===== config.mk =====
export PLATFORM = sky130hd
export DESIGN_NAME = uart_boot_loader
export DESIGN_NICKNAME = d
export VERILOG_FILES = /design/src/rtl/uart_boot_loader.sv
export SDC_FILE = /design/constraint.sdc
export NUM_CORES = 1
export LEC_CHECK = 0
export CORE_UTILIZATION = 45
export CTS_CLUSTER_SIZE = 16
export DETAILED_ROUTE_END_ITERATION = 10
export GPL_ROUTABILITY_DRIVEN = 0
export PLACE_DENSITY_LB_ADDON = 0.15
export SLEW_MARGIN = 10
export SYNTH_ARGS = -nofsm -noshare
export SYNTH_HDL_FRONTEND = slang
export SYNTH_SLANG_ARGS = --single-unit

===== constraint.sdc =====
create_clock -name clk -period 3.8 [get_ports clk]
set_input_delay 0.57 -clock clk [delete_from_list [all_inputs] [get_ports clk]]
set_output_delay 0.57 -clock clk [all_outputs]
set_load 0.005 [all_outputs]

===== src/rtl/uart_boot_loader.sv =====
// uart_boot_loader
// Collects a little-endian word-count header and payload words from uart_rx,
// writes the words to consecutive instruction-memory addresses, holds the core
// in reset while loading, and answers the host with one ACK or NAK byte.
module uart_boot_loader #(
  parameter int          ADDR_WIDTH = 14,
  parameter int          BASE_ADDR  = 0,
  parameter logic [7:0]  ACK_BYTE   = 8'hAA,
  parameter logic [7:0]  NAK_BYTE   = 8'h15
) (
  input  logic                  clk,
  input  logic                  rstn,
  input  logic [7:0]            rdata,
  input  logic                  rdata_ready,
  input  logic                  ferr,
  output logic                  imem_we,
  output logic [ADDR_WIDTH-1:0] imem_addr,
  output logic [31:0]           imem_wdata,
  output logic [7:0]            tx_data,
  output logic                  tx_start,
  input  logic                  tx_busy,
  output logic                  cpu_rstn,
  output logic                  load_done,
  output logic [1:0]            err_code
);

  typedef enum logic [2:0] {
    S_HDR  = 3'd0,
    S_DATA = 3'd1,
    S_ACK  = 3'd2,
    S_DONE = 3'd3,
    S_NAK  = 3'd4,
    S_ERR  = 3'd5
  } state_t;

  // Largest word count that still fits above BASE_ADDR; 33 bits so that a
  // full 32-bit header can be compared without wrap.
  localparam logic [32:0] LIMIT = (33'd1 << ADDR_WIDTH) - 33'(BASE_ADDR);

  state_t                r_state, w_state_nxt;
  logic [1:0]            r_bidx, w_bidx_nxt;
  logic [23:0]           r_asm, w_asm_nxt;
  logic [31:0]           r_n, w_n_nxt;
  logic [31:0]           r_wcnt, w_wcnt_nxt;
  logic                  r_imem_we, w_we_nxt;
  logic [ADDR_WIDTH-1:0] r_imem_addr, w_addr_nxt;
  logic [31:0]           r_imem_wdata, w_wdata_nxt;
  logic                  r_tx_start, w_tx_start_nxt;
  logic [7:0]            r_tx_data, w_tx_data_nxt;
  logic                  r_done;
  logic [1:0]            r_err_code, w_err_nxt;

  logic                  w_collecting;
  logic                  w_accept;
  logic [31:0]           w_word;
  logic [ADDR_WIDTH-1:0] w_wr_addr;

  // The fourth byte completes a word straight from rdata, so the assembly
  // register only has to hold the three lower bytes.
  assign w_collecting = (r_state == S_HDR) || (r_state == S_DATA);
  assign w_accept     = w_collecting && rdata_ready && !ferr;
  assign w_word       = {rdata, r_asm};
  assign w_wr_addr    = ADDR_WIDTH'(32'(BASE_ADDR) + r_wcnt);

  // State register and all registered outputs; everything returns to its
  // idle value immediately on reset so a partial load is abandoned.
  always_ff @(posedge clk or negedge rstn) begin
    if (!rstn) begin
      r_state      <= S_HDR;
      r_bidx       <= 2'd0;
      r_asm        <= 24'd0;
      r_n          <= 32'd0;
      r_wcnt       <= 32'd0;
      r_imem_we    <= 1'b0;
      r_imem_addr  <= ADDR_WIDTH'(BASE_ADDR);
      r_imem_wdata <= 32'd0;
      r_tx_start   <= 1'b0;
      r_tx_data    <= 8'd0;
      r_done       <= 1'b0;
      r_err_code   <= 2'd0;
    end else begin
      r_state      <= w_state_nxt;
      r_bidx       <= w_bidx_nxt;
      r_asm        <= w_asm_nxt;
      r_n          <= w_n_nxt;
      r_wcnt       <= w_wcnt_nxt;
      r_imem_we    <= w_we_nxt;
      r_imem_addr  <= w_addr_nxt;
      r_imem_wdata <= w_wdata_nxt;
      r_tx_start   <= w_tx_start_nxt;
      r_tx_data    <= w_tx_data_nxt;
      r_done       <= (w_state_nxt == S_DONE);
      r_err_code   <= w_err_nxt;
    end
  end

  // Next-state logic: byte assembly, header check, memory writes, reply.
  always_comb begin
    w_state_nxt    = r_state;
    w_bidx_nxt     = r_bidx;
    w_asm_nxt      = r_asm;
    w_n_nxt        = r_n;
    w_wcnt_nxt     = r_wcnt;
    w_we_nxt       = 1'b0;
    w_addr_nxt     = r_imem_addr;
    w_wdata_nxt    = r_imem_wdata;
    w_tx_start_nxt = 1'b0;
    w_tx_data_nxt  = r_tx_data;
    w_err_nxt      = r_err_code;

    if (w_accept) begin
      w_bidx_nxt = r_bidx + 2'd1;
      case (r_bidx)
        2'd0:    w_asm_nxt[7:0]   = rdata;
        2'd1:    w_asm_nxt[15:8]  = rdata;
        2'd2:    w_asm_nxt[23:16] = rdata;
        default: w_asm_nxt        = r_asm;
      endcase
    end

    case (r_state)
      S_HDR: begin
        if (ferr) begin
          if (r_err_code == 2'd0) w_err_nxt = 2'd1;
          w_state_nxt   = S_NAK;
          w_tx_data_nxt = NAK_BYTE;
        end else if (w_accept && (r_bidx == 2'd3)) begin
          w_n_nxt = w_word;
          if ({1'b0, w_word} > LIMIT) begin
            if (r_err_code == 2'd0) w_err_nxt = 2'd2;
            w_state_nxt   = S_NAK;
            w_tx_data_nxt = NAK_BYTE;
          end else if (w_word == 32'd0) begin
            w_state_nxt   = S_ACK;
            w_tx_data_nxt = ACK_BYTE;
          end else begin
            w_state_nxt = S_DATA;
            w_wcnt_nxt  = 32'd0;
          end
        end
      end
      S_DATA: begin
        if (ferr) begin
          if (r_err_code == 2'd0) w_err_nxt = 2'd1;
          w_state_nxt   = S_NAK;
          w_tx_data_nxt = NAK_BYTE;
        end else if (w_accept && (r_bidx == 2'd3)) begin
          w_we_nxt    = 1'b1;
          w_addr_nxt  = w_wr_addr;
          w_wdata_nxt = w_word;
          w_wcnt_nxt  = r_wcnt + 32'd1;
          if ((r_wcnt + 32'd1) == r_n) begin
            w_state_nxt   = S_ACK;
            w_tx_data_nxt = ACK_BYTE;
          end
        end
      end
      S_ACK: begin
        if (!tx_busy) begin
          w_tx_start_nxt = 1'b1;
          w_state_nxt    = S_DONE;
        end
      end
      S_NAK: begin
        if (!tx_busy) begin
          w_tx_start_nxt = 1'b1;
          w_state_nxt    = S_ERR;
        end
      end
      default: begin
        w_state_nxt = r_state;
      end
    endcase
  end

  assign imem_we    = r_imem_we;
  assign imem_addr  = r_imem_addr;
  assign imem_wdata = r_imem_wdata;
  assign tx_data    = r_tx_data;
  assign tx_start   = r_tx_start;
  assign cpu_rstn   = r_done;
  assign load_done  = r_done;
  assign err_code   = r_err_code;

endmodule


==> results.ini, run 1 <==
[run_status]
outcome = finished clean

[logic_synthesis]
yosysWarningCount = 0
yosysSeqAreaShare = 0.5146
synth_edf_count = 0
yosys.cell_types.count = 53
synth_top_flop_cell = dfrtp_1
avgSynthCellArea_um2 = 9.055
yosys.area.top_type = dfrtp_1
ys_top_cells_by_area = dfrtp_1, nand2_1, xnor2_1, mux2_2, o21ai_0
netlist_area_um2 = 7099
synthCells = 784
ys_ff_latch = 146
syn-num-nets = 802
synth.top_cell.area_share = 0.5146
ys_async_sr_fraction = 1.000

[floorplanning]
die_h_um = 127.6
core_area_um2 = 15310
die_w_um = 127.6
initial_core_util = 0.4636
num_rows = 45
die-area_um2 = 16280
ios = 73

[sta]
setup_viol = 0
period_share = 0.9100
finalCriticalPeriod_ns = 3.458
hold_viol = 0
slew_headroom = 0.4586
rsz0062_at_grt = no
clock_skew_ns = 0.006618
fmax_mhz = 289.2
slew_violations = 0
worstMarginPinSlew_ns = 0.8121
setup-tns-final_ns = 0

[power_and_ir_drop]
ir_drop_uv = 284.4
p_total_mw = 3.468
seqPwrFrac = 0.459
p_per_area_nw_per_um2 = 405.9
pwr-share-comb = 0.034
switching_share = 0.2218
power_frac_clock = 0.506
intPower_mw = 2.699
p_sw_mw = 0.7692
p_leak_nw = 4.060

[setup_path]
crit_type = reg -> reg
slowest_delay_ns = 0.60
r2r_slack_ns = 0.34
reg2reg_to = tx_data[4]
rr_worst_depth = 8
critPathMaxFanout = 10
cp.required_ns = 4.11
cp-start-kind = flop
cpMaxStageDelayCell = nor3_1
endpoint_kind = flop
cp.arrival_ns = 3.77
r2r-start = r_wcnt[2]
path_cells = nand4_2 > nor3_1 > nand2b_1 > a211oi_1 > o2111ai_1 > or4_1 > or3_1 > a31o_1

[detailed_routing]
ant_nets = 0
drt_pass1_iterations = 5
totalWireLength_um = 17150
avgRoutedWirePerCell_um = 16.26
vias = 5634
drt_iter0_markers = 540
post-route-drc-count = 0
vias_per_cell = 5.340

[cts]
clock_path_buffers = 2
cts_resized = 0
cts-root-buf = clkbuf_16
cts_buffers = 17
hold_buffers = 0
post-cts-setup-buffers = 0
cts_tree = yes
clk_latency_ns = 0.43
clkTransAtPathRegs_ns = 0.06
h-tree-depth = 4
cts.sinks = 146

[final_layout]
multi_input_area_um2 = 3167
final_common_cell = nand2_1
nets = 849
drive_gt1_frac = 0.09597
mostFrequentLayoutCells = nand2_1, dfrtp_1, clkdlybuf4s50_1, o21ai_0, xnor2_1
regArea_um2 = 3654
area_delta_synth_final_pct = 20.36
fillCellCount = 1411
num_antenna_cells = 0

[min_path]
hold_path.class = in -> async

[place]
hpwl_um = 11500
port_buffers = 71

[global_route]
grt_start_max_net_pins = 90
antenna_found_initial = 0
grt_pass1_wl_um = 28430
grtUsageTotal = 0.2254
grt_pass1_vias = 5515
grt_overflow = 0

[flow_run]
drv_cap = 0

power by group through the flow:
| stage | logic, mW | registers, mW | clock network, mW |
|---|---|---|---|
| 2_1_floorplan | 0.0506 | 1.61 | 0 |
| 5_1_grt | 0.135 | 1.59 | 1.86 |
| 4_1_cts | 0.123 | 1.59 | 1.79 |
| 3_5_place_dp | 0.122 | 1.62 | 0 |
| 6_report | 0.119 | 1.59 | 1.76 |
| 3_3_place_gp | 0.120 | 1.62 | 0 |
sequential cells by signal, indices dropped and copies added, names as in the netlist:
signal / cells
err_code: 2
imem_we: 1
r_bidx: 2
r_asm: 24
r_wcnt: 32
r_state: 3
imem_wdata: 32
cpu_rstn: 1
tx_start: 1
tx_data: 2
r_n: 32
imem_addr: 14
per-stage QoR:
step                      std cells  hold WS, ns    util  setup WS [ns]  area, um^2
after floorplan                 784       0.2744       -         0.8866        7099
after detailed placement       1023       0.4645  0.5172         0.4229        7921
after global routing           1055       0.2819  0.5579         0.1754        8544
after global placement         1023       0.4591  0.5172         0.5176        7921
final                          1055       0.2205  0.5579         0.3419        8544
after CTS                      1055       0.2547  0.5579         0.3980        8544
cell type report:
class                      count  area share
inverter                       8    0.003514
sequential                   146      0.4276
timing repair buffer          82     0.09445
clock inverter                13     0.01992
tap                          211     0.03090
multi-input combinational    576      0.3706
clock buffer                  19     0.05301
kinds of logic (layout without fill, tap and decap cells):
| family | after synthesis | count (layout) | share of synthesized area |
|---|---|---|---|
| AND/OR/NAND/NOR | 395 | 395 | 0.2487 |
| flip-flops | 146 | 146 | 0.5146 |
| AO/OA/AOI/OAI | 94 | 94 | 0.07878 |
| buffers and inverters | 62 | 122 | 0.03965 |
| XOR/XNOR | 54 | 54 | 0.06662 |
| multiplexers | 27 | 27 | 0.04230 |
| adder cells (fa/ha/maj) | 5 | 5 | 0.008812 |
| other | 1 | 1 | 0.0005282 |
worst max-delay path by stage:
stage | startpoint | endpoint | slack, ns | depth (start not counted)
2_1_floorplan | r_wcnt[3] | tx_data[4] | 0.89 | 9
3_3_place_gp | ferr | tx_data[4] | 0.52 | 8
3_5_place_dp | r_wcnt[0] | tx_data[4] | 0.42 | 10
4_1_cts | r_wcnt[0] | tx_data[4] | 0.40 | 10
5_1_grt | r_wcnt[0] | tx_data[4] | 0.18 | 10
6_report | r_wcnt[2] | tx_data[4] | 0.34 | 8
routing by layer:
| metal | track usage | routed length [um] | vias up |
|---|---|---|---|
| met1 | 0.3179 | 8240 | 2691 |
| met4 | 0.08651 | 303 | 0 |
| li1 | - | - | 2722 |
| met3 | 0.05193 | 918 | 29 |
| met5 | 0 | 0 | - |
| met2 | 0.3385 | 7690 | 192 |
critical path: cells and delay by family (launching register included):
kind | cells | cell delay [ns]
AOI/OAI and AO/OA | 3 | 0.66
DFF | 1 | 0.54
and+or+nand+nor | 5 | 2.13
synthesized netlist by cell type (2+ instances only):
cell type and n:
a211oi_1 2, a21oi_1 15, a31o_2 2, a31oi_1 5, and2_1 3, and3_1 4
and4_1 2, buf_1 4, buf_2 14, buf_4 8, clkbuf_1 27, dfrtp_1 146
ha_1 5, inv_1 8, mux2_2 24, mux2i_1 3, nand2_1 265, nand2b_1 6
nand3_1 19, nand4_1 16, nand4_2 2, nor2_1 32, nor2b_1 6, nor3_1 9
nor3_2 2, nor4_1 12, o21ai_0 45, o31ai_1 15, or2_2 2, or3_1 4
or4_1 3, xnor2_1 41, xor2_1 13
(Power assumes the default switching activity.)
==> inputs of run 2 (changes only) <==
GPL_ROUTABILITY_DRIVEN = unset   (was 0)
==> results.ini, run 2 (same netlist as run 1, synthesis figures left out) <==
[cts]
cts_buffers = 17  ; unchanged
clkTransAtPathRegs_ns = 0.06  ; about the same
cts_tree = yes  ; unchanged
post-cts-setup-buffers = 0  ; unchanged
cts_resized = 0  ; unchanged
clk_latency_ns = 0.43  ; about the same
hold_buffers = 0  ; unchanged
h-tree-depth = 4  ; unchanged
cts-root-buf = clkbuf_16  ; unchanged
cts.sinks = 146  ; unchanged
clock_path_buffers = 2  ; unchanged

[place]
pre_cts_slack_ns = 0.4374  ; was 0.4229 ns
hpwl_um = 11500  ; about the same
port_buffers = 71  ; unchanged
gp_congestion = 0.8861

[sta]
slew_violations = 0  ; unchanged
worstMarginPinSlew_ns = 0.9639  ; was 0.8121 ns
finalCriticalPeriod_ns = 3.396  ; was 3.458 ns
fmax_mhz = 294.5  ; was 289.2 MHz
setup_ws_ns = 0.4041  ; was 0.3419 ns
rsz0062_at_grt = no  ; unchanged
setup-tns-final_ns = 0  ; unchanged
setup_viol = 0  ; unchanged
whs_ns = 0.2285  ; was 0.2205 ns
clock_skew_ns = 0.01451  ; was 0.006618 ns
slew_headroom = 0.3574  ; was 0.4586
period_share = 0.8937  ; was 0.9100
hold_viol = 0  ; unchanged

[final_layout]
area_delta_synth_final_pct = 18.91  ; was 20.36%
final_common_cell = nand2_1  ; unchanged
mostFrequentLayoutCells = nand2_1, dfrtp_1, clkdlybuf4s50_1, o21ai_0, xnor2_1  ; unchanged
nets = 848  ; was 849
drive_gt1_frac = 0.08799  ; was 0.09597
num_antenna_cells = 0  ; unchanged

[setup_path]
slowest_delay_ns = 0.58  ; was 0.60 ns
crit_type = reg -> reg  ; unchanged
critical-path-top-delay-family = simple AND/OR/NAND/NOR gates  ; unchanged
cpMaxStageDelayCell = or4_1  ; was nor3_1
cp-start-kind = flop  ; unchanged
cp.arrival_ns = 3.70  ; was 3.77 ns
cp.required_ns = 4.11  ; about the same
endpoint_kind = flop  ; unchanged
path_cells = ha_1 > nand3_2 > nor4_4 > buf_4 > nand4_1 > a21oi_1 > o2111ai_1 > or4_1 > or3_1 > a31o_1  ; was nand4_2 > nor3_1 > nand2b_1 > a211oi_1 > o2111ai_1 > or4_1 > or3_1 > a31o_1
worst-path-buf-inv = 1  ; was 0
critPathMaxFanout = 12  ; was 10

[floorplanning]
num_rows = 45  ; unchanged
core_area_um2 = 15310  ; unchanged
initial_core_util = 0.4636  ; unchanged
die_h_um = 127.6  ; unchanged
ios = 73  ; unchanged
die_w_um = 127.6  ; unchanged
die-area_um2 = 16280  ; unchanged

[global_route]
grt_start_max_net_pins = 90  ; unchanged
antenna_found_initial = 0  ; unchanged
grt_overflow = 0  ; unchanged
grtUsageTotal = 0.2249  ; was 0.2254
grt_pass1_vias = 5456  ; was 5515
grt_pass1_wl_um = 28350  ; was 28430 um

[detailed_routing]
vias_per_cell = 5.342  ; was 5.340
totalWireLength_um = 17160  ; was 17150 um
ant_nets = 0  ; unchanged
vias = 5620  ; was 5634
avgRoutedWirePerCell_um = 16.31  ; was 16.26 um
drt_iter0_markers = 472  ; was 540
post-route-drc-count = 0  ; unchanged
drt_pass1_iterations = 6  ; was 5

[min_path]
hold_path.class = in -> async  ; unchanged

[power_and_ir_drop]
ir_drop_uv = 305.1  ; was 284.4 uV
p_leak_nw = 4.015  ; was 4.060 nW
p_per_area_nw_per_um2 = 385.1  ; was 405.9 nW/um^2

[flow_run]
drv_cap = 0  ; unchanged

[run_status]
outcome = finished clean  ; unchanged

-- run 2: changes by cell type in the layout (fill, tap and decap cells not counted) --
cell,delta
buf_4,-1
bufinv_16,-2
clkbuf_1,+4
clkbuf_8,-2
clkinv_2,+2
clkinv_4,+3
clkinvlp_4,-2
inv_6,-5
-- run 2: area by class of cell --
class                           count  area [um^2]
Timing Repair Buffer               81        799.5
Clock buffer                       21        440.4
Sequential cell                   146         3654
Clock inverter                      9        87.58
Multi-Input combinational cell    576         3167
Inverter                            8        30.03
Fill cell                        1400         6873
Tap cell                          211        264.0
-- run 2: worst paths after layout --
path                              start           end  slack, ns  cells after the start
setup / recovery              r_wcnt[0]    tx_data[4]       0.40                     10
hold / removal                     rstn  imem_addr[1]       0.23                      1
setup reg to reg              r_wcnt[0]    tx_data[4]       0.40                     10
hold reg to reg            imem_addr[9]  imem_addr[9]       0.47                      2
max in group asynchronous          rstn        r_n[8]       2.75                      2
min in group clk           imem_addr[9]  imem_addr[9]       0.47                      2
-- run 2: per-stage QoR --
step | cells | instance area (um^2) | utilization | power (mW)
4_1_cts | 1052 | 8442 | 0.5512 | 3.284
3_5_place_dp | 1022 | 7914 | 0.5167 | 1.743
3_3_place_gp | 1022 | 7914 | 0.5167 | 1.740
5_1_grt | 1052 | 8442 | 0.5512 | 3.350
2_1_floorplan | 784 | 7099 | - | 1.662
6_report | 1052 | 8442 | 0.5512 | 3.251
-- run 2: routing by layer --
metal  up-vias  track usage  share of wire
met4         0      0.08028          0.015
met2       144       0.3430           0.45
met5         -            0              0
met1      2749       0.3236           0.50
li1       2705            -              -
met3        22      0.03811          0.041
-- run 2: power breakdown --
part	switching (mW)	internal [mW]
sequential	0.0211	1.57
combinational	0.0700	0.0496
clock	0.646	0.892
total	0.738	2.51
-- run 2: worst reg2reg max path, cell delays in order, from the launching register on --
cell	delay [ns]
dfrtp_1	0.49
ha_1	0.30
nand3_2	0.25
nor4_4	0.38
buf_4	0.24
nand4_1	0.10
a21oi_1	0.17
o2111ai_1	0.12
or4_1	0.58
or3_1	0.44
a31o_1	0.22
